==> config.mk <==
export PLATFORM = sky130hd
export DESIGN_NAME = rr_arb4
export DESIGN_NICKNAME = d
export VERILOG_FILES = /design/src/rtl/arb_pkg.sv /design/src/rtl/dec2_to_onehot.sv /design/src/rtl/rr_arb4.sv
export SDC_FILE = /design/constraint.sdc
export NUM_CORES = 1
export LEC_CHECK = 0
export BUFFER_PORTS_ARGS = -buffer_cell sky130_fd_sc_hd__buf_2
export CORE_UTILIZATION = 35
export CTS_CLUSTER_DIAMETER = 100
export DETAILED_ROUTE_END_ITERATION = 6
export GPL_ROUTABILITY_DRIVEN = 0
export PLACE_DENSITY = 0.58
export SETUP_SLACK_MARGIN = 0.4
export SLEW_MARGIN = 20
export SYNTH_ARGS = -nofsm -noshare
export SYNTH_HDL_FRONTEND = slang
export SYNTH_SLANG_ARGS = --single-unit
==> constraint.sdc <==
create_clock -name clk -period 2.2 [get_ports clk]
set_clock_uncertainty 0.05 [all_clocks]
set_input_delay 0.44 -clock clk [delete_from_list [all_inputs] [get_ports clk]]
set_output_delay 0.44 -clock clk [all_outputs]
set_load 0.05 [all_outputs]
==> src/rtl/arb_pkg.sv <==
// rtl/arb_pkg.sv - shared types and sizes for the round-robin arbiter
package arb_pkg;
  typedef enum logic {IDLE, GRANT} state_t;
  localparam int NUM_REQ = 4;
  localparam int IDX_W   = 2;
endpackage

==> src/rtl/dec2_to_onehot.sv <==
// rtl/dec2_to_onehot.sv - gated 2-to-4 one-hot decoder
module dec2_to_onehot
  import arb_pkg::*;
(
  input  logic [IDX_W-1:0]   i_idx,
  input  logic               i_en,
  output logic [NUM_REQ-1:0] o_onehot
);
  always_comb begin
    o_onehot = '0;
    if (i_en) o_onehot[i_idx] = 1'b1;
  end
endmodule

==> src/rtl/rr_arb4.sv <==
// rtl/rr_arb4.sv - four-requester round-robin arbiter with release and hold limit
module rr_arb4
  import arb_pkg::*;
#(
  parameter int MAX_HOLD = 8
) (
  input  logic                 clk,
  input  logic                 rst,
  input  logic [NUM_REQ-1:0]   req,
  input  logic                 done,
  output logic [NUM_REQ-1:0]   gnt,
  output logic [IDX_W-1:0]     gnt_idx,
  output logic                 gnt_valid,
  output logic                 timeout
);
  localparam logic [7:0] HOLD_LIM = 8'(MAX_HOLD);

  state_t           r_state;
  logic [IDX_W-1:0] r_gnt_idx;
  logic [IDX_W-1:0] r_ptr;
  logic [7:0]       r_cnt;
  logic             r_timeout;

  state_t           w_state_nxt;
  logic [IDX_W-1:0] w_idx_nxt;
  logic [IDX_W-1:0] w_ptr_nxt;
  logic [7:0]       w_cnt_nxt;
  logic             w_to_nxt;

  logic [2*NUM_REQ-1:0] w_dbl;
  logic [NUM_REQ-1:0]   w_rot;
  logic [IDX_W-1:0]     w_off;
  logic [IDX_W-1:0]     w_pick;
  logic                 w_at_lim;
  logic                 w_release;

  // Rotate so the pointer position sits at bit 0, pick the lowest set bit,
  // then add the pointer back to recover the absolute index.
  assign w_dbl = {req, req};
  assign w_rot = w_dbl[r_ptr +: NUM_REQ];

  always_comb begin
    w_off = '0;
    for (int i = NUM_REQ - 1; i >= 0; i--) begin
      if (w_rot[i]) w_off = IDX_W'(i);
    end
  end

  assign w_pick    = r_ptr + w_off;
  assign w_at_lim  = (r_cnt == HOLD_LIM);
  assign w_release = done | ~req[r_gnt_idx] | w_at_lim;

  always_comb begin
    w_state_nxt = r_state;
    w_idx_nxt   = r_gnt_idx;
    w_ptr_nxt   = r_ptr;
    w_cnt_nxt   = r_cnt;
    w_to_nxt    = 1'b0;
    case (r_state)
      IDLE: begin
        if (|req) begin
          w_idx_nxt   = w_pick;
          w_cnt_nxt   = 8'd1;
          w_state_nxt = GRANT;
        end
      end
      GRANT: begin
        if (w_release) begin
          w_state_nxt = IDLE;
          w_ptr_nxt   = r_gnt_idx + 2'd1;
          w_cnt_nxt   = 8'd0;
          // A voluntary release in the same cycle as the limit is not a timeout.
          w_to_nxt    = w_at_lim & ~done & req[r_gnt_idx];
        end else begin
          w_cnt_nxt = r_cnt + 8'd1;
        end
      end
      default: w_state_nxt = IDLE;
    endcase
  end

  always_ff @(posedge clk) begin
    if (rst) begin
      r_state   <= IDLE;
      r_gnt_idx <= '0;
      r_ptr     <= '0;
      r_cnt     <= 8'd0;
      r_timeout <= 1'b0;
    end else begin
      r_state   <= w_state_nxt;
      r_gnt_idx <= w_idx_nxt;
      r_ptr     <= w_ptr_nxt;
      r_cnt     <= w_cnt_nxt;
      r_timeout <= w_to_nxt;
    end
  end

  assign gnt_valid = (r_state == GRANT);
  assign gnt_idx   = r_gnt_idx;
  assign timeout   = r_timeout;

  dec2_to_onehot u_dec (
    .i_idx    (r_gnt_idx),
    .i_en     (gnt_valid),
    .o_onehot (gnt)
  );
endmodule

==> results by group, run 1 <==
Synth
  – Register area share after synthesis: 0.280
  – Yosys warnings: 0
  – Synth Register Bits: 14
  – Post-synth ARST share: 0
  – Mapped cell area: 0.00100 mm^2
  – Syn_nets: 134
  – Post-synth EDFFs: 0
  – Gate Count Post-Synth: 120
  – Distinct cell type count of the synthesized netlist: 39
  – Avg Cell Area, Syn: around 8.4 um^2
  – Main flop type after synthesis: dfxtp_1

Timing
  – Final TNS setup: 0 ps
  – # setup viols final: 0
  – Max-slew headroom: 0.714
  – Setup ws final: 400 ps
  – Period utilization: 0.818
  – Min cycle time layout: 1800 ps
  – RSZ-0062 raised after global routing: yes
  – Final hold vios: 0
  – F_max: 0.556 GHz
  – Max-slew violation count: 0
  – Least-Margin Pin Slew: 425 ps

Pwr
  – PD cells: 576 mW/mm^2
  – Peak VDD IR: between 0.0003 and 0.0004 V
  – P_leak: 0.554 nW

Status
  – Status: finished clean

Setup path
  – Sequence of cells on the critical path: buf_6 > nand2_1 > o211a_1 > o221ai_2 > ha_2 > xnor2_2 > nor3_1 > o21ai_1 > nor3b_2
  – CP bufs+invs: 1
  – Critical path's slowest cell: dfxtp_4
  – Worst setup SP type: register
  – Crit path largest cell delay: 420 ps
  – Cell family with the largest share of critical-path delay: compound AO/OA/AOI/OAI gates
  – Worst Path Max Fanout: 6
  – CP Data Arrival Time: 1930 ps
  – Critical path class: reg2reg
  – Req. time, crit path: around 2300 ps
  – Worst setup EP type: register

Die
  – Die H: 55.5 um
  – Num ports: 15
  – Die ar.: 0.00308 mm^2
  – Core area: 0.00273 mm^2
  – Starting Density: 0.367
  – Die width: 55.5 um
  – Std-Cell Rows: 19

Clocking
  – Clock-pin slew on the worst setup and hold paths: 90 ps
  – Skew-Pair Late Insertion Delay: 280 ps
  – Clock buffer depth: 2
  – Total clock sinks: 14
  – Num CTS Buffers: 3
  – Root Buffer: clkbuf_4
  – CTS tree: yes
  – # H-tree levels: 1

GRT
  – Global-route usage over all layers: 0.148
  – Global-route wire length before repair: 3.66 mm
  – Largest net degree at the start of global routing: 18
  – Number of global-route vias before repair: 823
  – Initial antenna violation count: 0
  – Congestion Overflow GR: 0

Cells and area
  – Area occupied by multi-input gates: a little over 700 um^2
  – Nets: between 150 and 200
  – Final Util: 0.464
  – Commonest non-fill, non-tap cell in the layout: nor2_1
  – Most frequent cells in the layout: 10 x nor2_1, 9 x buf_2, 8 x nand2_1, 8 x buf_4, 8 x dfxtp_1
  – FF+latch area: 300 um^2
  – Antenna Cells: 0
  – Area Overhead vs Synth: 26.6%
  – Layout cells sized above 1: 0.367
  – Fillers: 274

Place
  – HPWL Detailed: around 1.5 mm
  – Setup WS pre-CTS: about 190 ps
  – Buffers on Ports: 14

Drt
  – Drt pass-1 iters: 5
  – Wire length per cell: 13.2 um
  – Antenna-violating nets left: 0
  – DRC viols: 0
  – Routed vias/inst: 5.56
  – Starting DRT DRC Count: 29
  – Overall routed net length: 2.24 mm
  – Vias: roughly 950

Min path
  – Hold crit path type: in2reg

Run
  – Max_cap viols: 0
## report_power, final
group	internal, mW	switching [mW]	leakage, nW
Combinational	0.120	0.153	0.422
Clock	0.0635	0.0834	0.0138
Sequential	0.273	0.0378	0.118
Total	0.456	0.275	0.554
## cells by family (layout without fill, tap and decap cells)
kind of cell | after synthesis | after routing | synth area share
XOR/XNOR | 1 | 1 | 0.00874
flip-flops | 14 | 14 | 0.280
AND/OR/NAND/NOR | 51 | 51 | 0.295
adder cells (fa/ha/maj) | 7 | 7 | 0.0874
AO/OA/AOI/OAI | 31 | 31 | 0.223
multiplexers | 3 | 3 | 0.0300
buffers and inverters | 13 | 32 | 0.0762
## path summary, 6_finish.rpt
kind	from	endpoint	slack, ps	depth (start not counted)
hold reg to reg	r_cnt[1]$_SDFFE_PP0P_	r_cnt[1]$_SDFFE_PP0P_	430	2
hold / removal	rst	gnt_idx[0]$_SDFFE_PP0P_	400	2
setup reg to reg	r_ptr[0]$_SDFFE_PP0P_	gnt_idx[1]$_SDFFE_PP0P_	400	9
setup / recovery	r_ptr[0]$_SDFFE_PP0P_	gnt_idx[1]$_SDFFE_PP0P_	400	9
## cells in the mapped netlist (4+ instances only)
cell      instances  area [um^2]
nor3_1            4         20.0
ha_1              7         87.6
inv_1             6         22.5
o21ai_0           8         40.0
nand2_1           8         30.0
o211ai_1          4         30.0
a21oi_1           5         25.0
and2_1            4         25.0
nor2_1           12         45.0
nor3b_1           4         30.0
a21o_1            4         30.0
dfxtp_1          14          280
## timing repair
action,CTS,global route
gates resized for setup,13,28
setup buffers,3,5
hold buffers,0,0
setup endpoints to repair,7,11
pin swaps,2,12
## sequential cells by signal, summed over array words and instances (netlist names)
name and flops:
r_cnt 8, r_ptr 2, gnt_idx 2, timeout 1, gnt_valid 1
## metrics by stage
step / instances / total power, mW / cell area, um^2 / hold WS [ps]
after floorplan: 120 / 0.479 / 1010 / 401
after global placement: 159 / 0.519 / 1070 / 429
after detailed placement: 159 / 0.522 / 1070 / 430
after CTS: 165 / 0.695 / 1160 / 398
after global routing: 170 / 0.781 / 1270 / 413
final: 170 / 0.731 / 1270 / 403
## routing by layer
metal	global-route usage	part of all wire	vias to the layer above
met4	0.0393	0.0076	0
met2	0.234	0.49	26
li1	-	-	477
met1	0.190	0.45	439
met5	0	0	-
met3	0.0562	0.057	4
## final cells by class
class / count / share of cell area
inverters: 6 / 0.0197
well taps: 31 / 0.0306
flip-flops and latches: 14 / 0.237
clock buffers: 3 / 0.0178
multi-input cells: 93 / 0.559
repair buffers: 23 / 0.136
Note: power is estimated with default switching activity, not from simulation.
==> inputs of run 2 (changes only) <==
==> constraint.sdc (replaced) <==
create_clock -name clk -period 1.78 [get_ports clk]
set_clock_uncertainty 0.05 [all_clocks]
set_input_delay 0.356 -clock clk [delete_from_list [all_inputs] [get_ports clk]]
set_output_delay 0.356 -clock clk [all_outputs]
set_load 0.05 [all_outputs]
==> run 2 against run 1 <==
Effect of this change:
- the run now ends with negative setup slack left
- global-route usage grew 4.6 points
- critical path depth shrank 2
- final cell count grew 12%
- worst hold slack lost 19 ps
- count of clock-buffer cells in the layout grew 1
- combinational power grew 83%
- via count grew 9.2%
- sequential power grew 23%
- first-iteration DRC count shrank 34%
- total power grew 54%
- non-clock buffer count grew 19
- critical path type unchanged
==> results by group, run 2 (synthesized netlist as in run 1, its figures left out) <==
Pwr
  – P_leak: 0.684 nW (+23%)
  – PD cells: 677 mW/mm^2 (+18%)
  – Final Power: 1.13 mW (+54%)
  – Peak VDD IR: 0.000616 V (+75%)

GRT
  – Global-route wire length before repair: 4.69 mm (+28%)
  – Largest net degree at the start of global routing: 11 (-7)
  – Congestion Overflow GR: 0 (unchanged)
  – Initial antenna violation count: 0 (unchanged)
  – Global-route usage over all layers: 0.194 (+0.0458)
  – Number of global-route vias before repair: 1030 (+25%)

Cells and area
  – Antenna Cells: 0 (unchanged)
  – Fin cells: 190 (+12%)
  – Commonest non-fill, non-tap cell in the layout: buf_4
  – Layout cells sized above 1: 0.616 (+0.249)
  – Final Util: 0.609 (+0.145)
  – Largest reg by FF count: r_cnt
  – Most frequent cells in the layout: 18 x buf_4, 12 x buf_6, 10 x nor2_1, 8 x dfxtp_1, 7 x buf_2
  – Final Cell Area: 0.00167 mm^2 (+31%)
  – Area Overhead vs Synth: 66.2%
  – Largest register FFs: 8 (unchanged)
  – Nets: 174 (+12%)

Timing
  – RSZ-0062 raised after global routing: yes
  – Max-slew headroom: 0.807 (+0.0934)
  – Min cycle time layout: 1790 ps (-6.07 ps)
  – Least-Margin Pin Slew: 286 ps (-139 ps)
  – Period utilization: 1.01 (+0.190)
  – Hold Slack: 384 ps (-19.1 ps)
  – F_max: 0.558 GHz (+0.34%)
  – Final hold vios: 0 (unchanged)
  – Max-slew violation count: 0 (unchanged)
  – Final TNS setup: -13.6 ps (-13.6 ps)
  – # setup viols final: 1 (+1)
  – Setup ws final: -13.6 ps (-414 ps)

Clocking
  – Num CTS Buffers: 3 (unchanged)
  – Hold buffers post-CTS: 0 (unchanged)
  – # H-tree levels: 1 (unchanged)
  – Root Buffer: clkbuf_4
  – CTS tree: yes
  – Total clock sinks: 14 (unchanged)
  – Clock buffer depth: 2 (unchanged)
  – Skew-Pair Late Insertion Delay: 290 ps (about the same)
  – Clock-pin slew on the worst setup and hold paths: 100 ps (about the same)

Drt
  – Antenna-violating nets left: 0 (unchanged)
  – Routed vias/inst: 5.44 (-2.3%)
  – Vias: 1033 (+9.2%)
  – Drt pass-1 iters: 4 (-1)
  – Wire length per cell: 14.7 um (+12%)
  – DRC viols: 0 (unchanged)
  – Starting DRT DRC Count: 19 (-34%)
  – Overall routed net length: 2.80 mm (+25%)

Setup path
  – Critical path class: reg2reg
  – Worst Path Max Fanout: 6 (unchanged)
  – CP bufs+invs: 0 (-1)
  – Worst setup EP type: register
  – Cell family with the largest share of critical-path delay: simple AND/OR/NAND/NOR gates
  – Crit path largest cell delay: 530 ps (+110 ps)
  – Worst setup SP type: register
  – Sequence of cells on the critical path: or4_4 > o221ai_2 > ha_2 > xnor2_1 > nor3_1 > o21ai_1 > nor3b_1
  – Critical path's slowest cell: or4_4
  – CP Data Arrival Time: 1930 ps (about the same)
  – Req. time, crit path: 1920 ps (-410 ps)

Die
  – Starting Density: 0.367 (unchanged)
  – Core area: 0.00273 mm^2 (unchanged)
  – Num ports: 15 (unchanged)
  – Std-Cell Rows: 19 (unchanged)
  – Die H: 55.5 um (unchanged)
  – Die ar.: 0.00308 mm^2 (unchanged)
  – Die width: 55.5 um (unchanged)

Min path
  – Hold crit path type: in2reg

Run
  – Max_cap viols: 0 (unchanged)

Status
  – Failing checks: negative setup slack
  – Status: complete, but fails checks

Place
  – Buffers on Ports: 14 (unchanged)
  – HPWL Detailed: 1.86 mm (+27%)
  – Setup WS pre-CTS: -142 ps (-332 ps)
  – Total placed cells including tap cells: 173 (+8.8%)
  – Placement Cell Area: 0.00124 mm^2 (+16%)
run 2: changes by cell type in the layout (fill, tap and decap cells not counted), sizes merged:
| cell | before | now |
|---|---|---|
| buf | 23 | 42 |
| clkbuf | 3 | 4 |
run 2: metal layers:
metal,part of all wire,track usage,vias up
met5,0,0,-
met4,0.013,0.0643,0
met3,0.031,0.0422,6
met2,0.55,0.372,22
met1,0.41,0.207,487
li1,-,-,518
run 2: cell type report:
| cell class | instances | area, um^2 |
|---|---|---|
| Clock buffer | 4 | 36.3 |
| Fill cell | 232 | 1070 |
| Inverter | 6 | 27.5 |
| Multi-Input combinational cell | 93 | 880 |
| Sequential cell | 14 | 298 |
| Tap cell | 31 | 38.8 |
| Timing Repair Buffer | 42 | 385 |
run 2: final timing paths:
kind	slack [ps]	depth (start not counted)	endpoint	from
setup reg to reg	-10	7	gnt_idx[1]$_SDFFE_PP0P_	r_ptr[0]$_SDFFE_PP0P_
hold reg to reg	490	2	r_cnt[4]$_SDFFE_PP0P_	r_cnt[4]$_SDFFE_PP0P_
hold / removal	380	3	gnt_idx[0]$_SDFFE_PP0P_	rst
setup / recovery	-10	7	gnt_idx[1]$_SDFFE_PP0P_	r_ptr[0]$_SDFFE_PP0P_
run 2: repair_timing:
| item | CTS | global route |
|---|---|---|
| setup endpoints to repair | 19 | 18 |
| cloned | 1 | 0 |
| setup buffers | 11 | 1 |
| pin swaps | 16 | 11 |
| gates resized for setup | 54 | 19 |
run 2: power by group:
| part | switching [mW] | total (mW) | leakage, nW | internal (mW) |
|---|---|---|---|---|
| combinational | 0.250 | 0.500 | 0.545 | 0.250 |
| clock | 0.121 | 0.246 | 0.0210 | 0.125 |
| sequential | 0.0443 | 0.382 | 0.117 | 0.338 |
| total | 0.415 | 1.13 | 0.684 | 0.712 |
run 2: worst register-to-register path, stage by stage, from the launching register on:
cell and delay [ps]:
dfxtp_4 380, or4_4 540, o221ai_2 90, ha_2 200
xnor2_1 70, nor3_1 150, o21ai_1 80, nor3b_1 140
==> inputs of run 3 (changes only) <==
--- a/config.mk
+++ b/config.mk
@@ -6,11 +6,13 @@
 export NUM_CORES = 1
 export LEC_CHECK = 0
 export BUFFER_PORTS_ARGS = -buffer_cell sky130_fd_sc_hd__buf_2
+export CELL_PAD_IN_SITES_DETAIL_PLACEMENT = 0
+export CELL_PAD_IN_SITES_GLOBAL_PLACEMENT = 1
 export CORE_UTILIZATION = 35
 export CTS_CLUSTER_DIAMETER = 100
 export DETAILED_ROUTE_END_ITERATION = 6
 export GPL_ROUTABILITY_DRIVEN = 0
-export PLACE_DENSITY = 0.58
+export PLACE_DENSITY = 0.73
 export SETUP_SLACK_MARGIN = 0.4
 export SLEW_MARGIN = 20
 export SYNTH_ARGS = -nofsm -noshare
==> run 3 against run 2 <==
Effect of this change:
- the run still ends with negative setup slack left
- die area is the same
- via count grew 12%
- final cell count grew 5.8%
- sequential share of layout area shrank 1.6 points
- first-iteration DRC count grew 79%
- count of clock-buffer cells in the layout is the same
- worst hold slack lost 34 ps
- critical path depth is the same
- setup slack lost 3.1 ps
- global-route usage grew 2.1 points
- sequential power is essentially flat
- critical path type unchanged
==> results by group, run 3 (synthesized netlist as in run 1, its figures left out) <==
Die
  – Die width: 55.5 um (unchanged)
  – Std-Cell Rows: 19 (unchanged)
  – Die ar.: 0.00308 mm^2 (unchanged)
  – Die H: 55.5 um (unchanged)
  – Num ports: 15 (unchanged)
  – Starting Density: 0.367 (unchanged)
  – Core area: 0.00273 mm^2 (unchanged)

Place
  – Buffers on Ports: 14 (unchanged)
  – Placement Cell Area: 0.00125 mm^2 (+0.80%)
  – HPWL Detailed: 1.70 mm (-8.5%)
  – Total placed cells including tap cells: 176 (+1.7%)

GRT
  – Largest net degree at the start of global routing: 12 (+1)
  – Initial antenna violation count: 0 (unchanged)
  – Global-route usage over all layers: 0.215 (+0.0208)
  – Congestion Overflow GR: 0 (unchanged)
  – Global-route wire length before repair: 5.16 mm (+10%)
  – Number of global-route vias before repair: 1145 (+11%)

Cells and area
  – Largest register FFs: 8 (unchanged)
  – Antenna Cells: 0 (unchanged)
  – Fillers: 187 (-19%)
  – Nets: 185 (+6.3%)
  – Layout cells sized above 1: 0.653 (+0.0366)
  – Commonest non-fill, non-tap cell in the layout: buf_4
  – Most frequent cells in the layout: 24 x buf_4, 15 x buf_6, 10 x nor2_1, 8 x dfxtp_1, 7 x buf_2
  – Largest reg by FF count: r_cnt
  – Final Cell Area: 0.00183 mm^2 (+9.7%)
  – Fin cells: 201 (+5.8%)
  – Area Overhead vs Synth: 82.3%

Clocking
  – CTS tree: yes
  – Clock buffer depth: 2 (unchanged)
  – # H-tree levels: 1 (unchanged)
  – Total clock sinks: 14 (unchanged)
  – Num CTS Buffers: 3 (unchanged)
  – Skew-Pair Late Insertion Delay: 290 ps (about the same)
  – Root Buffer: clkbuf_4
  – Clock-pin slew on the worst setup and hold paths: 90 ps (about the same)

Min path
  – Hold crit path type: in2reg

Pwr
  – Internal: 0.755 mW (+5.9%)
  – PD cells: 665 mW/mm^2 (-1.7%)
  – Peak VDD IR: 0.000606 V (-1.7%)
  – Sequential power share: 0.313 (-0.026)
  – P_leak: 0.765 nW (+12%)
  – Combinational share of power: 0.521 (+0.078)
  – Clk network pwr share: 0.166 (-0.052)
  – Switch share: 0.379 (+0.0109)
  – Sw Pwr: 0.460 mW (+11%)

Timing
  – Max-slew violation count: 0 (unchanged)
  – F_max: 0.557 GHz (-0.17%)
  – RSZ-0062 raised after global routing: yes
  – Period utilization: 1.01 (+0.00172)
  – Min cycle time layout: 1800 ps (+3.07 ps)
  – Final hold vios: 0 (unchanged)
  – Setup ws final: -16.7 ps (-3.07 ps)
  – Final TNS setup: -16.7 ps (-3.07 ps)
  – Least-Margin Pin Slew: 297 ps (+10.6 ps)
  – # setup viols final: 1 (unchanged)
  – Max-slew headroom: 0.802 (-0.00508)

Setup path
  – CP bufs+invs: 0 (unchanged)
  – Req. time, crit path: 1920 ps (about the same)
  – Worst Path Max Fanout: 5 (-1)
  – Crit path largest cell delay: 520 ps (about the same)
  – Worst setup EP type: register
  – Critical path class: reg2reg
  – CP Data Arrival Time: 1930 ps (about the same)
  – Critical path's slowest cell: or4_4
  – Sequence of cells on the critical path: or4_4 > o221ai_2 > ha_4 > xnor2_2 > nand2_1 > nor3_2 > nor3b_2
  – Cell family with the largest share of critical-path delay: simple AND/OR/NAND/NOR gates
  – Worst setup SP type: register

Drt
  – Antenna-violating nets left: 0 (unchanged)
  – Drt pass-1 iters: 4 (unchanged)
  – Routed vias/inst: 5.76 (+5.9%)
  – DRC viols: 0 (unchanged)
  – Starting DRT DRC Count: 34 (+15)
  – Overall routed net length: 3.42 mm (+22%)
  – Wire length per cell: 17.0 um (+15%)
  – Vias: 1157 (+12%)

Status
  – Failing checks: negative setup slack
  – Status: complete, but fails checks

Run
  – Max_cap viols: 0 (unchanged)
run 3: worst register-to-register path: cells and delay by family (launching register included):
| family | cells | cell delay [ps] |
|---|---|---|
| and+or+nand+nor | 4 | 870 |
| adders and majority gates | 1 | 170 |
| DFF | 1 | 380 |
| AOI/OAI and AO/OA | 1 | 90 |
| xor gates and xnor gates | 1 | 120 |
run 3: power groups by stage:
stage                     Sequential, mW  Clock [mW]  Combinational, mW
after floorplan                    0.408           0              0.213
after global placement             0.389           0              0.314
after detailed placement           0.389           0              0.319
after CTS                          0.380       0.196              0.515
after global routing               0.383       0.224              0.670
final                              0.380       0.202              0.633
run 3: cell type report:
cell class | instances | area [um^2] | area share
multi-input combinational | 93 | 942 | 0.516
tap | 31 | 38.8 | 0.0212
timing repair buffer | 53 | 494 | 0.271
inverter | 6 | 27.5 | 0.0151
clock buffer | 4 | 26.3 | 0.0144
sequential | 14 | 298 | 0.163
run 3: metrics by stage:
| step | util | worst slack, ps | hold WS, ps | total power [mW] |
|---|---|---|---|---|
| final | 0.668 | -16.7 | 350 | 1.22 |
| after global routing | 0.668 | -67.4 | 358 | 1.28 |
| after CTS | 0.610 | -6.95 | 321 | 1.09 |
| after detailed placement | 0.459 | -124 | 429 | 0.708 |
| after global placement | 0.459 | -68.4 | 432 | 0.703 |
| after floorplan | - | 12.7 | 407 | 0.620 |
run 3: metal layers:
metal	GRT usage	wire, um	vias to the layer above
met5	0	0	-
met4	0.129	163	0
met3	0.0585	147	17
met2	0.368	1820	41
met1	0.235	1280	562
li1	-	-	537
run 3: final timing paths:
kind	start	end	slack [ps]	cells past startpoint
worst min-delay path	rst	gnt_idx[0]$_SDFFE_PP0P_	350	2
worst max register to register	r_ptr[0]$_SDFFE_PP0P_	gnt_idx[1]$_SDFFE_PP0P_	-20	7
worst max-delay path	r_ptr[0]$_SDFFE_PP0P_	gnt_idx[1]$_SDFFE_PP0P_	-20	7
worst min register to register	r_cnt[4]$_SDFFE_PP0P_	r_cnt[4]$_SDFFE_PP0P_	490	2
run 3: what timing repair did:
action,4_1_cts,5_1_grt
pin swaps,17,11
hold endpoints to repair,0,0
resized for setup,67,23
buffers inserted,13,7
hold buffers,0,0
cloned,1,0
setup endpoints to repair,19,20
